<file path="config.mk">
export PLATFORM = sky130hd
export DESIGN_NAME = mux_rr_arbiter
export DESIGN_NICKNAME = d
export VERILOG_FILES = /design/src/rtl/mux_rr_arbiter.sv
export SDC_FILE = /design/constraint.sdc
export NUM_CORES = 1
export LEC_CHECK = 0
export BUFFER_PORTS_ARGS = -buffer_cell sky130_fd_sc_hd__clkbuf_2
export CORE_MARGIN = 2
export CORE_UTILIZATION = 25
export CTS_CLUSTER_SIZE = 25
export DETAILED_ROUTE_END_ITERATION = 8
export PLACE_DENSITY_LB_ADDON = 0.1
export SLEW_MARGIN = 25
export SYNTH_ARGS = -nofsm -noshare
export SYNTH_HDL_FRONTEND = slang
export SYNTH_SLANG_ARGS = --single-unit
</file>
<file path="constraint.sdc">
create_clock -name clk -period 2.7 [get_ports clk]
set_clock_uncertainty 0.15 [all_clocks]
set_input_delay 0.54 -clock clk [delete_from_list [all_inputs] [get_ports clk]]
set_output_delay 0.54 -clock clk [all_outputs]
set_load 0.005 [all_outputs]
</file>
<file path="src/rtl/mux_rr_arbiter.sv">
// ---------------------------------------------------------------------------
// mux_rr_arbiter
//
// Round-robin arbiter and sequencer for a 4-to-1 mux datapath. Picks one of
// four requesters, drives the mux select, registers the winner's data and
// holds it under a valid/ready handshake until the consumer takes it.
//
// Ports
//   clk        in   rising-edge clock
//   rst_n      in   asynchronous, active-low reset
//   req[3:0]   in   request per requester (bit 0=a .. bit 3=d)
//   a,b,c,d    in   requester data, DW bits each
//   gnt[3:0]   out  one-hot grant, one-cycle pulse in the cycle after capture
//   sel[1:0]   out  select of the current / last winner (0=a .. 3=d)
//   out_valid  out  out_data holds an untransferred word
//   out_data   out  registered mux output, DW bits
//   out_ready  in   consumer accepts the word at an edge when out_valid=1
// ---------------------------------------------------------------------------
module mux_rr_arbiter #(
    parameter int DW = 4
) (
    input  logic          clk,
    input  logic          rst_n,
    input  logic [3:0]    req,
    input  logic [DW-1:0] a,
    input  logic [DW-1:0] b,
    input  logic [DW-1:0] c,
    input  logic [DW-1:0] d,
    output logic [3:0]    gnt,
    output logic [1:0]    sel,
    output logic          out_valid,
    output logic [DW-1:0] out_data,
    input  logic          out_ready
);

    typedef enum logic {
        IDLE = 1'b0,
        BUSY = 1'b1
    } state_t;

    state_t        state_q, state_d;
    logic [1:0]    ptr_q, ptr_d;
    logic [1:0]    sel_q, sel_d;
    logic [3:0]    gnt_q, gnt_d;
    logic [DW-1:0] data_q, data_d;

    logic [3:0]    elig;
    logic [1:0]    win;
    logic          win_found;
    logic [DW-1:0] win_data;
    logic          capture;

    // The requester granted last cycle is masked so its already-consumed
    // word cannot be captured a second time.
    assign elig = req & ~gnt_q;

    // Scan ptr, ptr+1, ptr+2, ptr+3 (mod 4); first eligible index wins.
    // NOTE: every variable written in a combinational block gets a default
    // first, otherwise paths that skip the assignment infer a latch.
    always_comb begin
        win       = ptr_q;
        win_found = 1'b0;
        for (int k = 0; k < 4; k++) begin
            if (!win_found && elig[ptr_q + 2'(k)]) begin
                win       = ptr_q + 2'(k);
                win_found = 1'b1;
            end
        end
    end

    always_comb begin
        win_data = a;
        case (win)
            2'd0: win_data = a;
            2'd1: win_data = b;
            2'd2: win_data = c;
            2'd3: win_data = d;
            default: win_data = a;
        endcase
    end

    // A new word may be taken whenever the output register is empty or is
    // being emptied at this edge.
    assign capture = win_found && ((state_q == IDLE) || out_ready);

    always_comb begin
        state_d = state_q;
        ptr_d   = ptr_q;
        sel_d   = sel_q;
        data_d  = data_q;
        gnt_d   = 4'b0000;
        if (capture) begin
            state_d = BUSY;
            sel_d   = win;
            data_d  = win_data;
            gnt_d   = 4'b0001 << win;
            ptr_d   = win + 2'd1;
        end else if (state_q == BUSY && out_ready) begin
            // Transfer with nothing to replace it: sel and data keep their values.
            state_d = IDLE;
        end
    end

    // NOTE: sequential state uses non-blocking assignments so every flop
    // samples the pre-edge values regardless of statement order.
    always_ff @(posedge clk or negedge rst_n) begin
        if (!rst_n) begin
            state_q <= IDLE;
            ptr_q   <= 2'd0;
            sel_q   <= 2'd0;
            gnt_q   <= 4'b0000;
            data_q  <= '0;
        end else begin
            state_q <= state_d;
            ptr_q   <= ptr_d;
            sel_q   <= sel_d;
            gnt_q   <= gnt_d;
            data_q  <= data_d;
        end
    end

    assign gnt       = gnt_q;
    assign sel       = sel_q;
    assign out_valid = (state_q == BUSY);
    assign out_data  = data_q;

endmodule

</file>
==> results.ini, run 1 <==
[clock_network]
cts_buffers=3
cts_root_buf=clkbuf_4
clock_path_buffers=2
cts-resized-gates=0
holdBufCountCts=0
clock_latency_ps=270
clk_pin_slew_ps=80
cts_tree=yes
cts_setup_buffers=0
cts_max_level=1
cts.sink_count=13

[power]
pwr-share-clk=0.116
p_total_mw=1.02
power_density_nw_per_um2=990
comb_power_share=0.562
p_seq_frac=0.322
leakagePower_nw=0.512
cellInternalPower_uw=602
peakVddDrop_mv=0.316
swShare=0.410
switchingPower_uw=419

[finish]
syn_to_final_growth_pct=32.2
final_cell_area_sq_um=1030
nFillCells=331
nets=147
drive_gt1_frac=0.364
stdcell_count=151
antennaDiodeCount=0

[yosys]
ys_seq_elements=13
synth_adder_area_share=0.0801
synth_top_family_by_area=compound AO/OA/AOI/OAI gates
yosysSeqAreaShare=0.417
synth_area_leader_cell=dfrtp_1
synthSimpleGateAreaFrac=0.229
synthMuxAreaShare=0
synth_area_leaders=dfrtp_1 42%, ha_1 8.0%, a222oi_1 5.1%
synth_compound_area_frac=0.264
ys_types=28
ys_warn_count=0
syn_area_sq_um=781
synth_xor_xnor_area_share=0
syn-num-nets=107
synth_area_per_cell_sq_um=9.88
synth_top_area_share=0.417
synthCells=79

[global_routing]
grt_pass1_wl_mm=2.96
antenna_found_initial=0
global_route.usage.total=0.113
grt_max_degree=14
gr-total-overflow=0
grt_pass1_vias=725

[die]
start_util=0.260
rows=20
die-height_um=59.9
die_area_sq_um=3590
boundaryPins=34
die_width_um=59.9
coreArea_sq_um=3000

[route]
first_pass_iters=4
dr_total_vias=720
avgViaCountPerCell=4.77
dr.first_iter.drc_count=12
avgRoutedWirePerCell_um=12.4
routed_wl_mm=1.87
drc=0
ant_nets=0

[sta]
setup_viol=0
rsz0062_at_grt=false
max_freq_ghz=0.414
finalCriticalPeriod_ps=2420
min_period_over_period=0.895
finalSetupTns_ps=0
hold_violations=0
tightest_slew_ps=496
fin_ws_ps=282
relSlewSlack=0.668
drv_slew=0

[outcome]
outcome=finished clean

[setup_path]
worst_setup_path_end_kind=flop
crit_top_cell=o21ai_1
crit_type=flop to flop
max_stage_delay_ps=370
crit_buf_inv=0
cp_top_family=compound AO/OA/AOI/OAI gates
r2r_setup_slack_ps=280
cpMaxStageDelayCell=dfrtp_1
crit_required_ps=2700
path_max_fanout=5
crit_path_start_kind=flop
path_cells=nand2b_1 -> o21ai_1 -> a311o_1 -> and2_1 -> ha_1 -> a222oi_1 -> nor2_1 -> a21oi_1 -> o21ai_1
cp.arrival_ps=2410

[place]
numPortBuffers=33
placed_area_sq_um=1010
place_inst=147
place_hpwl_mm=1.58
pre_cts_ws_ps=71.6
place_congestion=0.696

[job]
maxCapViolations=0

[min_path]
hold_path_class=input port to async pin

synthesized netlist by cell type:
library cell and count:
nor2_1 7, a222oi_1 4, ha_1 5, nor3_1 1
o21ai_1 6, nor3b_1 1, dfrtp_1 13, inv_1 1
o22ai_1 2, o41ai_4 1, nand4_1 1, nand2_1 9
o21ai_0 2, and2b_4 1, nand2b_1 4, buf_1 1
a31oi_1 1, a311o_1 1, o22a_1 1, and2b_1 1
or2_1 1, a22oi_1 1, a21oi_1 5, nor2b_4 1
o211ai_1 1, o41a_4 1, and2_1 5, nor2b_1 1
placed cells by master, fill, tap and decap left out, types with 2 or more instances in the layout:
cell type	n
clkbuf_2	33
a222oi_1	4
and2_1	5
ha_1	5
nand2b_1	4
a21oi_1	5
nand2_1	9
o21ai_1	6
dfrtp_1	13
buf_4	3
clkbuf_4	3
o21ai_0	2
o22ai_1	2
nor2_1	7
metrics by stage:
stage,utilization,hold slack [ps]
after floorplan,-,94.4
after CTS,0.344,2.27
after global routing,0.344,14.1
final,0.344,0.289
after global placement,0.335,302
after detailed placement,0.335,301
flip-flops by register name (all words and copies together), names as in the netlist:
| register | count |
|---|---|
| sel | 2 |
| out_data | 4 |
| ptr_q | 2 |
| gnt | 4 |
| out_valid | 1 |
power by group through the flow:
stage	sequential [mW]	combinational, mW	clock [mW]
floorplan	0.332	0.374	0
global placement	0.334	0.588	0
detailed placement	0.335	0.584	0
CTS	0.331	0.588	0.122
global route	0.341	0.651	0.130
finish	0.329	0.574	0.118
layout make-up:
class / count / area [sq um] / area share
well taps: 33 / 41.3 / 0.0400
clock buffers: 4 / 26.3 / 0.0255
flip-flops and latches: 13 / 325 / 0.315
repair buffers: 36 / 188 / 0.182
multi-input cells: 64 / 448 / 0.434
inverters: 1 / 3.75 / 0.00364
worst paths after layout:
kind,from,endpoint,cells after the start
max reg2reg,gnt[1],out_data[3],9
max in group asynchronous,rst_n,gnt[3],1
min in group clk,out_data[3],out_data[3],2
min reg2reg,out_data[3],out_data[3],2
max,gnt[1],out_data[3],9
min,rst_n,gnt[1],1
per-layer routing:
| metal | share of wire | vias to the layer above | wire [um] | GRT usage |
|---|---|---|---|---|
| met4 | 0.027 | 0 | 51 | 0.0857 |
| met1 | 0.47 | 317 | 877 | 0.144 |
| met2 | 0.45 | 29 | 834 | 0.175 |
| met3 | 0.056 | 4 | 104 | 0.00866 |
| li1 | - | 370 | - | - |
| met5 | 0 | - | 0 | 0 |
cells by family after synthesis:
logic type | Yosys count
AO/OA/AOI/OAI | 26
adder cells (fa/ha/maj) | 5
buffers and inverters | 2
flip-flops | 13
AND/OR/NAND/NOR | 33
worst reg2reg max path: cells and delay by family (launching register included):
kind            cells  cell delay (ps)
flops               1              370
simple gates        3              470
fa+ha+maj           1              260
compound gates      5             1050
Note: power is estimated with default switching activity, not from simulation.
==> run 2, diff against run 1 <==
CORE_UTILIZATION = 40   (was 25)
==> results.ini, run 2 (synthesized netlist as in run 1, its figures left out) <==
[outcome]
outcome=finished clean

[clock_network]
cts_root_buf=clkbuf_4
cts-resized-gates=0  ; unchanged
clock_latency_ps=260  ; about the same
cts_buffers=3  ; unchanged
cts_tree=yes
clock_path_buffers=2  ; unchanged
cts_max_level=1  ; unchanged
clk_pin_slew_ps=70  ; about the same
holdBufCountCts=0  ; unchanged
cts_setup_buffers=0  ; unchanged
cts.sink_count=13  ; unchanged

[setup_path]
crit_type=flop to flop
cp-endpoint=out_data[3]
critPathLaunch=gnt[3]
path_max_fanout=5  ; unchanged
crit_required_ps=2680  ; -20 ps
crit_path_start_kind=flop
r2r_cells=9  ; unchanged
r2r_end=out_data[3]
cp.arrival_ps=2400  ; about the same
worst_setup_path_end_kind=flop
r2r_start=gnt[3]
r2r_setup_slack_ps=280  ; about the same

[global_routing]
grt_pass1_wl_mm=2.79  ; -5.8%
global_route.usage.total=0.173  ; +0.0598
antenna_found_initial=0  ; unchanged
grt_pass1_vias=658  ; -9.2%
gr-total-overflow=0  ; unchanged
grt_max_degree=14  ; unchanged

[route]
dr.first_iter.drc_count=14  ; +2
routed_wl_mm=1.62  ; -13%
first_pass_iters=4  ; unchanged
dr_total_vias=708  ; -1.7%
drc=0  ; unchanged
avgRoutedWirePerCell_um=11.5  ; -7.0%
avgViaCountPerCell=5.02  ; +5.3%
ant_nets=0  ; unchanged

[finish]
antennaDiodeCount=0  ; unchanged
final_common_cell=clkbuf_2
stdcell_count=141  ; -6.6%
multi_input_area_sq_um=448  ; unchanged
mostFrequentLayoutCells=33 x clkbuf_2, 13 x dfrtp_1, 9 x nand2_1
drive_gt1_frac=0.353  ; -0.0110
nets=145  ; -1.4%
area.sequential_sq_um=325  ; unchanged
syn_to_final_growth_pct=29.0
final_util=0.565  ; +0.221
nFillCells=179  ; -46%
final_cell_area_sq_um=1010  ; -2.4%

[power]
peakVddDrop_mv=0.625  ; +98%
p_total_uw=981  ; -4.0%
switchingPower_uw=400  ; -4.6%
cellInternalPower_uw=581  ; -3.6%
power_density_nw_per_um2=974  ; -1.6%
pwr-share-clk=0.115  ; about the same
swShare=0.408  ; -0.00238
comb_power_share=0.549  ; -0.013
leakagePower_nw=0.502  ; -1.9%
p_seq_frac=0.336  ; +0.014

[sta]
rsz0062_at_grt=false
relSlewSlack=0.647  ; -0.0211
setup_viol=0  ; unchanged
tightest_slew_ps=527  ; +31.6 ps
min_period_over_period=0.895  ; about the same
max_freq_ghz=0.414  ; about the same
whs_ps=2.82  ; +2.53 ps
hold_violations=0  ; unchanged
finalSetupTns_ps=0  ; unchanged
finalCriticalPeriod_ps=2420  ; -2.19 ps
drv_slew=0  ; unchanged
fin_ws_ps=285  ; +2.19 ps

[die]
boundaryPins=34  ; unchanged
die_area_sq_um=2320  ; -35%
die_width_um=48.2  ; -20%
rows=15  ; -25%
coreArea_sq_um=1780  ; -41%
die-height_um=48.2  ; -20%
start_util=0.438  ; +0.178

[place]
numPortBuffers=33  ; unchanged
placed_area_sq_um=981  ; -2.5%
place_hpwl_mm=1.39  ; -12%
place_inst=137  ; -6.8%
pre_cts_ws_ps=76.3  ; +4.66 ps
place_congestion=0.806  ; +16%

[min_path]
hold_path_class=input port to async pin

[job]
maxCapViolations=0  ; unchanged

==> run 2: changes by cell type in the layout (fill, tap and decap cells not counted) <==
cell and delta:
buf_4 -2
==> run 2: how the worst min path moves through the flow <==
stage                  end  slack [ps]  cells after the start
6_report            gnt[2]           3                      1
5_1_grt        out_data[2]           6                      1
4_1_cts        out_data[0]          10                      1
3_5_place_dp        gnt[2]         300                      1
3_3_place_gp        sel[1]         300                      1
2_1_floorplan       gnt[0]          90                      0
==> run 2: layout make-up <==
cell class / instances / share of cell area
Clock buffer: 4 / 0.0261
Inverter: 1 / 0.00373
Multi-Input combinational cell: 64 / 0.445
Sequential cell: 13 / 0.323
Tap cell: 25 / 0.0311
Timing Repair Buffer: 34 / 0.171
==> run 2: layer usage <==
layer  global-route usage  vias to the layer above  share of wire
met5                    0                        -              0
met3               0.0222                        2          0.052
met4               0.0649                        0          0.012
met1                0.233                      313           0.47
met2                0.282                       27           0.46
li1                     -                      366              -
==> run 2: critical path: stages (launching register included) <==
cell and delay (ps):
dfrtp_1 390, and2b_4 290, nor3_1 50, a311o_1 320, and2_1 180, ha_1 260
a222oi_1 370, nor2_1 70, a21oi_1 130, o21ai_1 70
==> run 2: power groups by stage <==
stage,Sequential (mW),Clock (mW),Combinational (mW)
floorplan,0.332,0,0.374
global placement,0.332,0,0.543
detailed placement,0.334,0,0.541
CTS,0.330,0.118,0.546
global route,0.342,0.131,0.620
finish,0.330,0.113,0.538
